[src/rtl/sram_oq_writer_pkg.sv]
// Shared constants, FSM state type and destination decode for the SRAM output-queue writer.
package sram_oq_pkg;

    localparam int unsigned WORD_WIDTH = 202;
    localparam int unsigned ADDR_WIDTH = 19;
    localparam int unsigned NUM_QUEUES = 5;
    localparam int unsigned QID_WIDTH  = 3;
    localparam int unsigned QUEUE_SIZE = 104857;
    localparam int unsigned DST_POS    = 24;

    // Packed word layout
    localparam int unsigned PAYLOAD_LSB = 10;
    localparam int unsigned STRB_LSB    = 5;
    localparam int unsigned SEG_LSB     = 2;
    localparam int unsigned LAST_BIT    = 1;
    localparam int unsigned WREN_BIT    = 0;

    // Header tuser occupies payload bits [127:0]; length in tuser[15:0]
    localparam int unsigned LEN_LSB = PAYLOAD_LSB;
    localparam int unsigned DST_LSB = PAYLOAD_LSB + DST_POS;

    typedef enum logic [1:0] {IDLE, CHECK, WRITE, DROP} state_t;

    typedef struct packed {
        logic                 valid;
        logic [QID_WIDTH-1:0] q;
    } qsel_t;

    // Even bits map to queues 0..3, any odd bit to queue 4; lowest queue index wins.
    function automatic qsel_t dst_to_queue(input logic [7:0] h);
        qsel_t r;
        r.valid = 1'b1;
        r.q     = '0;
        if (h[0])                             r.q = 3'd0;
        else if (h[2])                        r.q = 3'd1;
        else if (h[4])                        r.q = 3'd2;
        else if (h[6])                        r.q = 3'd3;
        else if (|{h[7], h[5], h[3], h[1]})   r.q = 3'd4;
        else                                  r.valid = 1'b0;
        return r;
    endfunction

endpackage

[src/rtl/sram_oq_writer_if.sv]
// SRAM write port: request/address/data from the writer, ready from the memory controller.
interface sram_oq_writer_if;

    logic                                 sram_wr_req;
    logic [sram_oq_pkg::ADDR_WIDTH-1:0]   sram_wr_addr;
    logic [sram_oq_pkg::WORD_WIDTH-1:0]   sram_wr_data;
    logic                                 sram_wr_ready;

    modport master (
        output sram_wr_req,
        output sram_wr_addr,
        output sram_wr_data,
        input  sram_wr_ready
    );

    modport slave (
        input  sram_wr_req,
        input  sram_wr_addr,
        input  sram_wr_data,
        output sram_wr_ready
    );

endinterface

[src/rtl/sram_oq_writer_free_space.sv]
// Per-queue free-word counters: write decrement, abort restore and reader release, clamped
// to the queue size. All three adjustments to one queue in a cycle are summed and applied once.
module oq_free_space
    import sram_oq_pkg::*;
#(
    parameter int unsigned QueueSize = QUEUE_SIZE
) (
    input  logic                                  clk,
    input  logic                                  reset,
    input  logic                                  i_dec,
    input  logic [QID_WIDTH-1:0]                  i_dec_q,
    input  logic                                  i_restore,
    input  logic [QID_WIDTH-1:0]                  i_restore_q,
    input  logic [ADDR_WIDTH-1:0]                 i_restore_words,
    input  logic                                  i_rel_valid,
    input  logic [QID_WIDTH-1:0]                  i_rel_q,
    input  logic [ADDR_WIDTH-1:0]                 i_rel_words,
    output logic [NUM_QUEUES-1:0][ADDR_WIDTH-1:0] o_free
);

    // Two guard bits: free + release + restore cannot overflow before the clamp
    localparam int unsigned SUM_W = ADDR_WIDTH + 2;

    logic [NUM_QUEUES-1:0][ADDR_WIDTH-1:0] r_free;
    logic [NUM_QUEUES-1:0][ADDR_WIDTH-1:0] w_free_d;
    logic [NUM_QUEUES-1:0][SUM_W-1:0]      w_sum;

    // Net change per queue, then clamp; a decrement only happens when free is non-zero
    always_comb begin
        for (int q = 0; q < NUM_QUEUES; q++) begin
            w_sum[q] = {2'b00, r_free[q]};
            if (i_rel_valid && (i_rel_q == QID_WIDTH'(q))) begin
                w_sum[q] = w_sum[q] + {2'b00, i_rel_words};
            end
            if (i_restore && (i_restore_q == QID_WIDTH'(q))) begin
                w_sum[q] = w_sum[q] + {2'b00, i_restore_words};
            end
            if (i_dec && (i_dec_q == QID_WIDTH'(q))) begin
                w_sum[q] = w_sum[q] - SUM_W'(1);
            end
            w_free_d[q] = (w_sum[q] > SUM_W'(QueueSize)) ? ADDR_WIDTH'(QueueSize)
                                                         : w_sum[q][ADDR_WIDTH-1:0];
        end
    end

    // Counter state
    always_ff @(posedge clk) begin
        if (reset) begin
            for (int q = 0; q < NUM_QUEUES; q++) begin
                r_free[q] <= ADDR_WIDTH'(QueueSize);
            end
        end else begin
            r_free <= w_free_d;
        end
    end

    assign o_free = r_free;

endmodule

[src/rtl/sram_oq_writer.sv]
// Drains packed packet words, steers each packet into its output queue's SRAM ring and
// publishes the write pointer only once the whole packet has landed.
module sram_oq_writer
    import sram_oq_pkg::*;
#(
    parameter int unsigned QueueSize = QUEUE_SIZE
) (
    input  logic                             clk,
    input  logic                             reset,
    input  logic [WORD_WIDTH-1:0]            in_data,
    input  logic                             in_empty,
    output logic                             in_rd_en,
    sram_oq_writer_if.master                 sram,
    input  logic                             rel_valid,
    input  logic [QID_WIDTH-1:0]             rel_q,
    input  logic [ADDR_WIDTH-1:0]            rel_words,
    output logic [NUM_QUEUES*ADDR_WIDTH-1:0] commit_ptr,
    output logic                             pkt_commit,
    output logic [QID_WIDTH-1:0]             pkt_commit_q,
    output logic [31:0]                      drop_cnt
);

    state_t                                r_state;
    qsel_t                                 r_hdr;
    logic [ADDR_WIDTH-1:0]                 r_need;
    logic [QID_WIDTH-1:0]                  r_cur_q;
    logic [ADDR_WIDTH-1:0]                 r_pkt_words;
    logic [NUM_QUEUES-1:0][ADDR_WIDTH-1:0] r_wr_off;
    logic [NUM_QUEUES-1:0][ADDR_WIDTH-1:0] r_commit;
    logic                                  r_pkt_commit;
    logic [QID_WIDTH-1:0]                  r_pkt_commit_q;
    logic [31:0]                           r_drop_cnt;

    logic [NUM_QUEUES-1:0][ADDR_WIDTH-1:0] w_free;
    logic [ADDR_WIDTH-1:0]                 w_cur_free;
    logic [ADDR_WIDTH-1:0]                 w_cur_off;
    logic [ADDR_WIDTH-1:0]                 w_off_inc;
    logic [ADDR_WIDTH-1:0]                 w_base;
    logic                                  w_pending;
    logic                                  w_abort;
    logic                                  w_req;
    logic                                  w_accept;
    logic                                  w_fits;

    function automatic logic [31:0] sat_inc(input logic [31:0] v);
        return (v == '1) ? v : v + 32'd1;
    endfunction

    // Write-side datapath; abort suppresses the request when the ring is full mid-packet
    always_comb begin
        w_cur_free = w_free[r_cur_q];
        w_cur_off  = r_wr_off[r_cur_q];
        w_off_inc  = (w_cur_off == ADDR_WIDTH'(QueueSize - 1)) ? '0 : w_cur_off + 1'b1;
        w_base     = ADDR_WIDTH'(32'(r_cur_q) * QueueSize);
        w_pending  = (r_state == WRITE) && !in_empty;
        w_abort    = w_pending && (w_cur_free == '0);
        w_req      = w_pending && !w_abort;
        w_accept   = w_req && sram.sram_wr_ready;
        w_fits     = (w_free[r_hdr.q] >= r_need);
    end

    assign sram.sram_wr_req  = w_req;
    assign sram.sram_wr_addr = w_base + w_cur_off;
    assign sram.sram_wr_data = in_data;
    assign in_rd_en          = w_accept || ((r_state == DROP) && !in_empty);

    oq_free_space #(
        .QueueSize (QueueSize)
    ) u_free (
        .clk             (clk),
        .reset           (reset),
        .i_dec           (w_accept),
        .i_dec_q         (r_cur_q),
        .i_restore       (w_abort),
        .i_restore_q     (r_cur_q),
        .i_restore_words (r_pkt_words),
        .i_rel_valid     (rel_valid),
        .i_rel_q         (rel_q),
        .i_rel_words     (rel_words),
        .o_free          (w_free)
    );

    // Packet FSM with per-queue offsets, commit pointers and registered status outputs
    always_ff @(posedge clk) begin
        if (reset) begin
            r_state        <= IDLE;
            r_hdr          <= '0;
            r_need         <= '0;
            r_cur_q        <= '0;
            r_pkt_words    <= '0;
            r_wr_off       <= '0;
            r_commit       <= '0;
            r_pkt_commit   <= 1'b0;
            r_pkt_commit_q <= '0;
            r_drop_cnt     <= '0;
        end else begin
            r_pkt_commit <= 1'b0;
            unique case (r_state)
                IDLE: begin
                    // Header is only peeked here; it is popped as the first written word
                    if (!in_empty) begin
                        r_hdr   <= dst_to_queue(in_data[DST_LSB +: 8]);
                        r_need  <= ADDR_WIDTH'(in_data[LEN_LSB +: 16] >> 4) + ADDR_WIDTH'(2);
                        r_state <= CHECK;
                    end
                end
                CHECK: begin
                    if (!r_hdr.valid || !w_fits) begin
                        r_drop_cnt <= sat_inc(r_drop_cnt);
                        r_state    <= DROP;
                    end else begin
                        r_cur_q     <= r_hdr.q;
                        r_pkt_words <= '0;
                        r_state     <= WRITE;
                    end
                end
                WRITE: begin
                    if (w_abort) begin
                        // Discard the partial packet; free space is restored in oq_free_space
                        r_wr_off[r_cur_q] <= r_commit[r_cur_q];
                        r_drop_cnt        <= sat_inc(r_drop_cnt);
                        r_state           <= DROP;
                    end else if (w_accept) begin
                        r_wr_off[r_cur_q] <= w_off_inc;
                        r_pkt_words       <= r_pkt_words + 1'b1;
                        if (in_data[LAST_BIT]) begin
                            r_commit[r_cur_q] <= w_off_inc;
                            r_pkt_commit      <= 1'b1;
                            r_pkt_commit_q    <= r_cur_q;
                            r_state           <= IDLE;
                        end
                    end
                end
                DROP: begin
                    if (!in_empty && in_data[LAST_BIT]) begin
                        r_state <= IDLE;
                    end
                end
                default: r_state <= IDLE;
            endcase
        end
    end

    assign commit_ptr   = r_commit;
    assign pkt_commit   = r_pkt_commit;
    assign pkt_commit_q = r_pkt_commit_q;
    assign drop_cnt     = r_drop_cnt;

endmodule

[src/flat_wrapper.sv]
// flat-port wrapper written by rule: the top's interface ports become plain ports
module sram_oq_writer_flat import sram_oq_pkg::*;
#(
    parameter int unsigned QueueSize = QUEUE_SIZE
)
  (clk, reset, in_data, in_empty, in_rd_en, rel_valid, rel_q, rel_words, commit_ptr, pkt_commit, pkt_commit_q, drop_cnt, sram_sram_wr_req, sram_sram_wr_addr, sram_sram_wr_data, sram_sram_wr_ready);
  sram_oq_writer_if sram_i ();
  input  logic clk;
  input  logic reset;
  input  logic [WORD_WIDTH-1:0] in_data;
  input  logic in_empty;
  output logic in_rd_en;
  input  logic rel_valid;
  input  logic [QID_WIDTH-1:0] rel_q;
  input  logic [ADDR_WIDTH-1:0] rel_words;
  output logic [NUM_QUEUES*ADDR_WIDTH-1:0] commit_ptr;
  output logic pkt_commit;
  output logic [QID_WIDTH-1:0] pkt_commit_q;
  output logic [31:0] drop_cnt;
  output wire logic [$bits(sram_i.sram_wr_req)-1:0] sram_sram_wr_req;
  output wire logic [$bits(sram_i.sram_wr_addr)-1:0] sram_sram_wr_addr;
  output wire logic [$bits(sram_i.sram_wr_data)-1:0] sram_sram_wr_data;
  input wire logic [$bits(sram_i.sram_wr_ready)-1:0] sram_sram_wr_ready;
  assign sram_sram_wr_req = sram_i.sram_wr_req;
  assign sram_sram_wr_addr = sram_i.sram_wr_addr;
  assign sram_sram_wr_data = sram_i.sram_wr_data;
  assign sram_i.sram_wr_ready = sram_sram_wr_ready;
  sram_oq_writer #(.QueueSize(QueueSize)) u_core (.clk(clk), .reset(reset), .in_data(in_data), .in_empty(in_empty), .in_rd_en(in_rd_en), .sram(sram_i), .rel_valid(rel_valid), .rel_q(rel_q), .rel_words(rel_words), .commit_ptr(commit_ptr), .pkt_commit(pkt_commit), .pkt_commit_q(pkt_commit_q), .drop_cnt(drop_cnt));
endmodule
[config.mk]
export PLATFORM = sky130hd
export DESIGN_NAME = sram_oq_writer_flat
export DESIGN_NICKNAME = d
export VERILOG_FILES = /design/src/rtl/sram_oq_writer_pkg.sv /design/src/rtl/sram_oq_writer_if.sv /design/src/rtl/sram_oq_writer_free_space.sv /design/src/rtl/sram_oq_writer.sv /design/src/flat_wrapper.sv
export SDC_FILE = /design/constraint.sdc
export NUM_CORES = 2
export LEC_CHECK = 0
export ABC_AREA = 0
export ABC_CLOCK_PERIOD_IN_PS = 16350
export CORE_MARGIN = 5
export CORE_UTILIZATION = 45
export CTS_BUF_LIST = sky130_fd_sc_hd__clkbuf_8
export CTS_CLUSTER_DIAMETER = 40
export DETAILED_ROUTE_END_ITERATION = 6
export PLACE_DENSITY = 0.68
export SLEW_MARGIN = 30
export SYNTH_ARGS = -nofsm -noshare
export SYNTH_HDL_FRONTEND = slang
export SYNTH_SLANG_ARGS = --single-unit
[constraint.sdc]
create_clock -name clk -period 16.35 [get_ports clk]
set_input_delay 1.635 -clock clk [delete_from_list [all_inputs] [get_ports clk]]
set_output_delay 1.635 -clock clk [all_outputs]
set_load 0.01 [all_outputs]
==> results.sh <==
export IMPL_yosysWarnings=0
export IMPL_synthToLayoutAreaGrowth_pct=9.93
export IMPL_synth_fa_ha_area_share_pct=10.2
export IMPL_grt_pass1_wl_mm=193
export IMPL_required_ns=14.71
export IMPL_synthXorXnorAreaFrac_pct=5.29
export IMPL_drive_above_1_share_pct=7.51
export IMPL_synth_seq_area_share_pct=20.5
export IMPL_cp_num_cells=21
export IMPL_synth_area_mux_share_pct=8.58
export IMPL_critPathMaxStageDelay_ns=0.80
export IMPL_fin_cells=5677
export IMPL_antenna_found_initial=2
export IMPL_track_usage_pct=28.4
export IMPL_finalCriticalPeriod_ns=8.98
export IMPL_synth_top_family_by_area="simple AND/OR/NAND/NOR gates"
export IMPL_synthSimpleGateAreaFrac_pct=24.4
export IMPL_synth_area_leaders="dfxtp_1, ha_1, nand2_1"
export IMPL_route_final_wire_length_mm=128
export IMPL_cts_resized=0
export IMPL_dp_cells=5538
export IMPL_synthCells=4619
export IMPL_crit_fanout=49
export IMPL_yosys_cell_types_count=103
export IMPL_routedWlPerCell_microns=22.5
export IMPL_holdBufCountCts=0
export IMPL_ys_ff_latch=362
export IMPL_place_ws_ns=7.47
export IMPL_finalCritPeriodShare_pct=54.9
export IMPL_cap_violations=0
export IMPL_gp_congestion=0.967
export IMPL_synthFlopType="dfxtp_1"
export IMPL_cp_top_family="compound AO/OA/AOI/OAI gates"
export IMPL_grt_max_degree=228
export IMPL_whs_path_depth=2
export IMPL_synth_top_cell_by_area="dfxtp_1"
export IMPL_vias_per_cell=6.19
export IMPL_ir_drop_mv=0.0672
export IMPL_synth_compound_area_share_pct=22.9
export IMPL_power_density_nw_per_um2=59.8
export IMPL_path_class="reg -> out"
export IMPL_ctsHtreeMaxLevel=3
export IMPL_synth_common_cells="nand2_1, nor2_1, dfxtp_1"
export IMPL_start_kind="flip-flop"
export IMPL_synth_edf_count=0
export IMPL_cts_root_buf="clkbuf_8"
export IMPL_clock_skew_ns=0.0508
export IMPL_status="complete, no violations"
export IMPL_drtIter0Drc=3001
export IMPL_insertion_delay_ns=0.72
export IMPL_hold_viol=0
export IMPL_grt_pass1_vias=32300
export IMPL_chipHeight_microns=290
export IMPL_drc=0
export IMPL_coreArea_sq_um=77600
export IMPL_io_buffer_count=220
export IMPL_numClockSinks=362
export IMPL_synthArstFlopShare_pct=0
export IMPL_cp_end_kind="output port"
export IMPL_dieWidth_microns=290
export IMPL_rsz0062_at_grt="no"
export IMPL_maxSlewHeadroom_pct=27.3
export IMPL_final_nets=5084
export IMPL_leakagePower_nw=14.5
export IMPL_fin_ws_ns=7.37
export IMPL_post_synth_top_count_cell="nand2_1"
export IMPL_post_dp_hpwl_mm=95.1
export IMPL_antenna_left=0
export IMPL_avgSynthCellArea_sq_um=7.64
export IMPL_hp_class="reg -> reg"
export IMPL_start_util_pct=45.5
export IMPL_slowest_stage="dfxtp_4"
export IMPL_cpMostUsedCell="a21oi_1"
export IMPL_cp_num_buf_inv=3
export IMPL_clk_pin_slew_ns=0.07
export IMPL_fin_setup_tns_ns=0
export IMPL_tightest_slew_ns=1.09
export IMPL_cts_buffers=75
export IMPL_die_area_sq_um=84100
export IMPL_r2r_cells=17
export IMPL_arrival_ns=7.35
export IMPL_clock_path_buffers=3
export IMPL_rows=102
export IMPL_maxSlewViolCount=0
export IMPL_fmax_ghz=0.111
export IMPL_ios=583
export IMPL_worstPathCellList="buf_4 > nor2b_1 > buf_4 > o2bb2ai_1 > nand2_1 > o31ai_1 > ha_1 > ha_1 > a21o_1 > a21oi_1 > o21bai_1 > a21oi_1 > o21bai_1 > a21oi_1 > nor2b_1 > o21a_1 > o41ai_1 > o2111ai_1 > a21oi_1 > xnor2_1 > clkdlybuf4s50_1"
export IMPL_post_cts_buffers=0
export IMPL_fin_util_pct=50.0
export IMPL_synth_top_area_share_pct=20.5
export IMPL_firstDrtPassIters=5
export IMPL_overflow=0
export IMPL_cts_tree="built"
export IMPL_synth_area_sq_um=35300
export IMPL_setup_violations=0
export IMPL_dr_total_vias=35100
==> where the power goes <==
group	switching (mW)	internal, mW
registers	0.0137	0.894
logic	0.238	0.145
clock network	0.466	0.564
total	0.718	1.60
==> cell type report <==
cell class              count  area (sq um)
diodes                      4          10.0
clock buffers              83          1140
clock inverters            50           479
fillers                  7669         38800
inverters                 151           567
multi-input cells        3706         25300
flip-flops and latches    362          7260
well taps                1040          1300
repair buffers            281          2710
==> cells in the final DEF (no fill, tap or decap), types with 62 or more instances in the layout <==
master | synthesis | layout
a211oi_1 | 80 | 80
a21o_1 | 81 | 81
a21oi_1 | 312 | 312
clkbuf_8 | 0 | 84
clkdlybuf4s50_1 | 0 | 219
dfxtp_1 | 362 | 357
ha_1 | 263 | 263
inv_1 | 150 | 169
mux2i_1 | 191 | 191
nand2_1 | 528 | 528
nand3_1 | 112 | 112
nor2_1 | 422 | 416
nor3_1 | 136 | 134
o21ai_0 | 228 | 228
or3_1 | 62 | 62
xnor2_1 | 123 | 123
xor2_1 | 90 | 90
==> path summary, 6_finish.rpt <==
path                                   from                                  end  slack, ns
min          u_core.r_need[12]$_SDFFE_PP0P_       u_core.r_need[12]$_SDFFE_PP0P_       0.46
min reg2reg  u_core.r_need[12]$_SDFFE_PP0P_       u_core.r_need[12]$_SDFFE_PP0P_       0.46
max reg2reg  u_core.r_cur_q[0]$_SDFFE_PP0P_  u_core.u_free.o_free[20]$_SDFF_PP0_       8.68
max          u_core.r_cur_q[0]$_SDFFE_PP0P_                sram_sram_wr_addr[17]       7.37
==> tightest hold or removal path, delay by kind of cell, from the launching register on <==
kind	cells	cell delay [ns]
AOI/OAI and AO/OA	1	0.05
DFF	1	0.30
and+or+nand+nor	1	0.05
==> metrics by stage <==
step                      hold slack [ns]  total power, mW  area (sq um)
after floorplan                     0.432             1.23         35300
after global placement              0.442             1.30         37100
after detailed placement            0.453             1.30         37100
after CTS                           0.461             2.33         38700
after global routing                0.485             2.41         38800
final                               0.459             2.32         38800
==> cell families after synthesis <==
kind of cell | Yosys count
compound gates | 1209
xor+xnor | 213
mux | 258
flops | 362
buf+inv | 560
other cells | 1
fa+ha+maj | 278
simple gates | 1738
==> registers in the layout, indices dropped and copies added (netlist names) <==
register              count
u_core.commit_ptr        95
u_core.r_hdr              4
u_core.r_pkt_words       19
u_core.r_need            13
u_core.r_wr_off          95
u_core.r_state            2
u_core.u_free.o_free     95
u_core.pkt_commit_q       3
u_core.pkt_commit         1
u_core.drop_cnt          32
u_core.r_cur_q            3
==> metal layers <==
metal | GRT usage, % | wire length [microns] | up-vias
li1 | - | - | 16700
met1 | 35.2 | 51500 | 16500
met2 | 45.7 | 57600 | 1462
met3 | 5.66 | 9880 | 409
met4 | 16.9 | 8780 | 4
met5 | 0.340 | 48 | -
Power figures use the tool's default switching activity.
